**config.mk**
```make
export PLATFORM = sky130hd
export DESIGN_NAME = serial_adder
export DESIGN_NICKNAME = d
export VERILOG_FILES = /design/src/rtl/serial_adder.sv
export SDC_FILE = /design/constraint.sdc
export NUM_CORES = 1
export LEC_CHECK = 0
export BUFFER_PORTS_ARGS = -buffer_cell sky130_fd_sc_hd__buf_4
export CORE_ASPECT_RATIO = 0.8
export CORE_MARGIN = 8
export CORE_UTILIZATION = 49
export DETAILED_ROUTE_END_ITERATION = 7
export GPL_TIMING_DRIVEN = 0
export PLACE_DENSITY = 0.77
export SLEW_MARGIN = 5
export SYNTH_ARGS = -nofsm -noshare
export SYNTH_HDL_FRONTEND = slang
export SYNTH_SLANG_ARGS = --single-unit
```
**constraint.sdc**
```tcl
create_clock -name clk -period 1.25 [get_ports clk]
set_clock_uncertainty 0.05 [all_clocks]
set_input_delay 0.25 -clock clk [delete_from_list [all_inputs] [get_ports clk]]
set_output_delay 0.25 -clock clk [all_outputs]
set_load 0.01 [all_outputs]
```
**src/rtl/serial_adder.sv**
```systemverilog
// Bit-serial WIDTH-bit adder: one full-adder cell plus a carry flip-flop, LSB first,
// one bit per clock, with valid/ready handshakes on operands and result.
module serial_adder #(
  parameter int WIDTH = 8
) (
  input  logic             clk,
  input  logic             rst_n,
  input  logic             in_valid,
  output logic             in_ready,
  input  logic [WIDTH-1:0] a,
  input  logic [WIDTH-1:0] b,
  input  logic             cin,
  output logic             out_valid,
  input  logic             out_ready,
  output logic [WIDTH-1:0] sum,
  output logic             carry
);

  localparam int CNT_W = $clog2(WIDTH + 1);
  localparam logic [CNT_W-1:0] LAST_BIT = CNT_W'(WIDTH - 1);

  typedef enum logic [1:0] {IDLE, RUN, DONE} state_e;

  state_e           state_q;
  logic [WIDTH-1:0] a_sh_q, b_sh_q, s_sh_q, sum_q;
  logic [CNT_W-1:0] cnt_q;
  logic             c_q, carry_q, in_ready_q, out_valid_q;

  logic             s_d, c_d;
  logic [WIDTH:0]   s_ext_d;
  logic [WIDTH-1:0] s_sh_d;

  function automatic logic maj3(input logic x, input logic y, input logic z);
    return (x & y) | (x & z) | (y & z);
  endfunction

  // Full-adder cell on the current LSBs; the new sum bit enters the top of S_sh.
  always_comb begin
    s_d     = a_sh_q[0] ^ b_sh_q[0] ^ c_q;
    c_d     = maj3(a_sh_q[0], b_sh_q[0], c_q);
    s_ext_d = {s_d, s_sh_q};
    s_sh_d  = WIDTH'(s_ext_d >> 1);
  end

  always_ff @(posedge clk) begin
    if (!rst_n) begin
      state_q     <= IDLE;
      in_ready_q  <= 1'b1;
      out_valid_q <= 1'b0;
      a_sh_q      <= '0;
      b_sh_q      <= '0;
      s_sh_q      <= '0;
      sum_q       <= '0;
      carry_q     <= 1'b0;
      c_q         <= 1'b0;
      cnt_q       <= '0;
    end else begin
      case (state_q)
        IDLE: begin
          if (in_valid) begin
            a_sh_q     <= a;
            b_sh_q     <= b;
            c_q        <= cin;
            cnt_q      <= '0;
            in_ready_q <= 1'b0;
            state_q    <= RUN;
          end
        end
        RUN: begin
          a_sh_q <= a_sh_q >> 1;
          b_sh_q <= b_sh_q >> 1;
          c_q    <= c_d;
          s_sh_q <= s_sh_d;
          cnt_q  <= cnt_q + CNT_W'(1);
          // Result registers update only here, so partial sums never reach the outputs.
          if (cnt_q == LAST_BIT) begin
            sum_q       <= s_sh_d;
            carry_q     <= c_d;
            out_valid_q <= 1'b1;
            state_q     <= DONE;
          end
        end
        DONE: begin
          if (out_ready) begin
            out_valid_q <= 1'b0;
            in_ready_q  <= 1'b1;
            state_q     <= IDLE;
          end
        end
        default: begin
          out_valid_q <= 1'b0;
          in_ready_q  <= 1'b1;
          state_q     <= IDLE;
        end
      endcase
    end
  end

  assign in_ready  = in_ready_q;
  assign out_valid = out_valid_q;
  assign sum       = sum_q;
  assign carry     = carry_q;

endmodule

```
Word level (Yosys, flattened, before mapping)
Index checks and enable logic that the tools add are counted.

Output and inout bits: 11. Word-level logic and storage cells: 51. Bits in registers: 42. Input bits: 21.

Multiplexer cells: 18. Equal/unequal tests: 6. Bitwise gates (word level): 9. Add/subtract/negate cells: 1. Reduce and logical (&&, ||, !) cells: 7.

Operators with widths (number): $pmux 8 s2 (2); $mux 8 (2); $reduce_and 3->1 (3); $pmux 4 s2 (1); $mux 2 (3); $ne 2x2->1 const B (3); $pmux 1 s3 (2); $pmux 2 s3 (1); $mux 1 (5); $add 4x1->4 const B (1); $eq 4x3->1 const B (1); $mux 4 (1); $reduce_and 2->1 (2); $and 1x1->1 (3); $eq 2x1->1 const B (1); $eq 2x2->1 const B (1); $logic_not 2->1 (1); $not 1->1 (2); $or 1x1->1 (2); $pmux 1 s2 (1); $reduce_bool 2->1 (1); $xor 1x1->1 (2).

Depth between registers and ports, before layout
Word-level depth: 4. Gate-level depth with buffers: 5. Depth with buffers taken out: 4.

Worst setup path after synthesis
Ideal clock, no wire load.

Path kind: reg-to-reg. Start point: reg state_q[1]. End point: reg cnt_q[3]. Period minus slack after synthesis: 1252 ps. Slack: -2 ps. Required time: 1126 ps. Path buffers: 2. Library setup time: 74 ps. Arrival: 1127 ps. Cell stages (with the launch flop): 6. Cells stage by stage: dfxtp_1 buf_6 nand2b_4 buf_6 or3_1 a31oi_1.

Cells in the longest elaborated chain, start to end: 3.

RTL lines: from (decl) (RTL line 24) `state_e state_q;`; from (signal assigned) (RTL line 47) `state_q <= IDLE;`; from (signal assigned) (RTL line 66) `state_q <= RUN;`; from (signal assigned) (RTL line 80) `state_q <= DONE;`; $eq 2x1->1 or $logic_not 2->1 (tied branches) (RTL line 58) `case (state_q)`; $reduce_bool 2->1 (no line) or $ne 2x2->1 (tied branches); $reduce_and 2->1 (no line); to (signal assigned) (RTL line 74) `cnt_q <= cnt_q + CNT_W'(1);`; to (decl) (RTL line 26) `logic [CNT_W-1:0] cnt_q;`.

Parallel ways exist; a longest one is shown, timed or not. A chain may end at the register's enable or synchronous reset.

Final worst setup path
Start point: reg cnt_q[0]. End point: reg sum_q[4] (netlist: sum[4]).

Cells in the longest elaborated chain, start to end: 2.

RTL lines: $eq 4x3->1 (RTL line 76) `if (cnt_q == LAST_BIT) begin`; $reduce_and 2->1 (no line); to (signal assigned) (RTL line 77) `sum_q <= s_sh_d;`; to (decl) (RTL line 25) `logic [WIDTH-1:0] a_sh_q, b_sh_q, s_sh_q, sum_q;`.

No other way between the ends.

==> metrics.md <==
| Metric | Value |
|---|---|
| Clk_lat worst skew | `290 ps` |
| Area delta synth->final | `29.3%` |
| Layout Nets | `around 270` |
| DRT Pass-1 Iters | `4` |
| FF-to-FF path depth | `5` |
| Diode count | `0` |
| Grt ovf | `0` |
| H-tree levels | `2` |
| WL final | `3980 µm` |
| Die ar. | `5680 µm²` |
| Hold path start | `b[7]` |
| Hold Path Stages | `3` |
| Clk slew on worst S/H paths | `80 ps` |
| RR Startpoint | `cnt_q[0]` |
| Core Util, Final | `roughly 66%` |
| Fin. max-slew vios | `0` |
| Post-Syn Area per Cell | `about 8.7 µm²` |
| Syn Std Cell Area | `1720 µm²` |
| Die Y | `approximately 69 µm` |
| Comb power frac | `a little under an eighth` |
| Failing checks | `setup timing` |
| Yosys reg bits | `41` |
| Synth area leader | `dfxtp_1` |
| Clock sinks | `just over 40` |
| CTS tree | `yes` |
| Routed WL per cell | `approximately 14 µm` |
| Max Cap Viol | `0` |
| Netlist cell types | `31` |
| Outcome | `finished, violations left` |
| Die width | `between 80 and 90 µm` |
| First-pass GRT wire length | `roughly 6700 µm` |
| Core area | `roughly 3400 µm²` |
| CTS Buffer Depth | `2` |
| Tot Pwr | `roughly 2.7 mW` |
| Number of global-route vias before repair | `approximately 1500` |
| Initial core utilization | `about half` |
| Post-synth top flop | `dfxtp_1` |
| Mapped Cells | `roughly 200` |
| Number of synthesized flops with an enable pin | `0` |
| Root Driver | `clkbuf_8` |
| NetSw | `roughly 0.67 mW` |
| Syn Nets | `222` |
| RSZ-0062 raised after global routing | `true` |
| Largest cells by area after synthesis | `dfxtp_1 (48%), nand2_1 (7.8%), a21oi_1 (7.0%)` |
| Worst min path class | `primary input to register` |
| Largest net degree at the start of global routing | `17` |
| Fraction of layout cells with a size suffix above 1 | `between 20 and 30%` |
| Largest family of logic cells by synthesized area | `compound AO/OA/AOI/OAI gates` |
| Max-slew headroom | `between 60% and 70%` |
| Fraction of registers with async set or reset after synthesis | `0%` |
| Initial antenna violation count | `0` |
| Worst reg2reg path endpoint | `sum[4]` |
| Top-area cell type share of the netlist area | `47.6%` |
| Synth Area in Simple Gates | `~16%` |
| Crit. End Element | `register` |
| Endpoints failing setup | `10` |
| Crit path max fanout | `5` |
| Fin Hold WS | `between 100 and 150 ps` |
| Startpoint Class | `register` |
| # rows | `19` |
| Fin crit share | `104%` |
| Gr usage total | `between 10 and 15%` |
| Yosys warns | `0` |
| Count of final hold-check violations | `0` |
| Power Dens Cells | `1210 nW/µm²` |
| Gpl congestion | `0.821` |
| Tmin final | `about 1300 ps` |
| Maximum clock rate | `around 770 MHz` |
| Sw Ratio | `between 20% and 30%` |
| Worst hold endpoint | `b_sh_q[7]` |
| Final antenna-violating net count | `0` |
| DRT iter0 DRCs | `between 80 and 90` |
| Register share of total power | `between 50% and 60%` |
| # IOs | `32` |
| Worst-Margin Slew | `473 ps` |
| CP Class | `register to register` |
| CTS Buf Count | `5` |
| Hpwl dp | `2720 µm` |
| Power share of the clock group | `between 30% and 40%` |
| Reg2Reg Setup Slack | `-50 ps` |
| Internal Pwr Total | `between 2 and 2.5 mW` |
| Fin worst setup slack | `-53.5 ps` |
| Worst path required time | `roughly 1400 ps` |
| Post-synthesis compound-gate area fraction | `23.2%` |
| Post-synthesis adder-cell area fraction | `under 10%` |
| Top-count cell post-synth | `dfxtp_1` |
| Sequential share of the synthesized area | `between 40 and 50%` |
| Drc violations | `0` |
| Vias per cell | `about 5.5` |
| Worst Path Arrival | `approximately 1500 ps` |
| Post-synth top cells | `dfxtp_1 (41), nand2_1 (36), a21oi_1 (24), o21ai_0 (17), nor2_1 (16)` |
| XOR/XNOR Fraction of Synth Area | `0%` |
| Peak supply drop | `between 0.0007 and 0.0008 V` |
| Via count | `1565` |
| Mux cell area share after synthesis | `under 10%` |
| Leakage power total | `0.869 nW` |
| IO buf count | `30` |
==> routing by layer <==
layer,vias to the layer above,global-route usage (%),routed length (µm)
li1,789,-,-
met3,8,4.53,271
met2,50,21.0,1800
met1,718,19.3,1830
met4,0,7.20,82
met5,-,0,0
==> metrics by stage <==
step           area [µm²]  instances  worst slack, ps  setup TNS, ps
4_1_cts              2170        283            -60.0           -300
2_1_floorplan        1720        199             5.63              0
3_3_place_gp         2000        271             -205          -3040
3_5_place_dp         2000        271             -192          -3560
5_1_grt              2230        285             -134          -1150
6_report             2230        285            -53.5           -342
==> cell type report <==
class                   count  area, µm²
inverters                   3       11.3
repair buffers             38        293
plain buffers              13       86.3
clock inverters             1       5.00
flip-flops and latches     41        832
fillers                   288       1170
well taps                  42       52.6
multi-input cells         140        852
clock buffers               7       96.3
==> worst max-delay path: stages (launching register included) <==
cell	delay, ps
dfxtp_2	360
ha_4	140
nand4b_1	160
nor2_4	190
buf_6	160
mux2i_1	180
==> state kept, by name, indices dropped and copies added (netlist names) <==
name	count
sum	8
state_q	2
cnt_q	4
b_sh_q	8
s_sh_q	7
out_valid	1
carry	1
in_ready	1
c_q	1
a_sh_q	8
==> worst max-delay path by stage <==
stage | startpoint | to | cells after the start | slack, ps
after floorplan | cnt_q[0] | carry | 5 | 6
after global placement | state_q[0] | a_sh_q[6] | 4 | -200
after detailed placement | state_q[0] | a_sh_q[6] | 4 | -190
after CTS | cnt_q[1] | sum[4] | 5 | -60
after global routing | cnt_q[0] | sum[0] | 5 | -130
final | cnt_q[0] | sum[4] | 5 | -50
==> kinds of logic after synthesis <==
family	after synthesis
multiplexers	10
flip-flops	41
adder cells (fa/ha/maj)	2
buffers and inverters	18
AND/OR/NAND/NOR	63
AO/OA/AOI/OAI	65
==> power groups by stage <==
stage / Clock (mW) / Combinational, mW / Sequential, mW
4_1_cts: 0.972 / 0.300 / 1.40
2_1_floorplan: 0 / 0.189 / 1.43
3_3_place_gp: 0 / 0.288 / 1.44
6_report: 0.961 / 0.319 / 1.41
5_1_grt: 1.04 / 0.355 / 1.42
3_5_place_dp: 0 / 0.290 / 1.44
==> layout by cell type, fill, tap and decap left out, types with 3 or more instances in the layout <==
cell	netlist	final
o22ai_1	4	4
dfxtp_2	0	3
o21ai_0	17	17
a21oi_1	24	24
nand2_1	36	36
o2bb2ai_1	11	10
dfxtp_1	41	36
mux2i_1	10	10
inv_1	3	3
clkbuf_1	7	5
buf_4	3	36
clkbuf_8	0	7
buf_6	2	6
nor2_1	16	14
==> repair_timing <==
action                                  4_1_cts  5_1_grt
gates cloned                                  1        0
setup buffers                                 5        2
hold buffers                                  0        0
resized for setup                            15       12
endpoints found under the setup margin       33       23
pin swaps                                     3        6
Note: power is estimated with default switching activity, not from simulation.
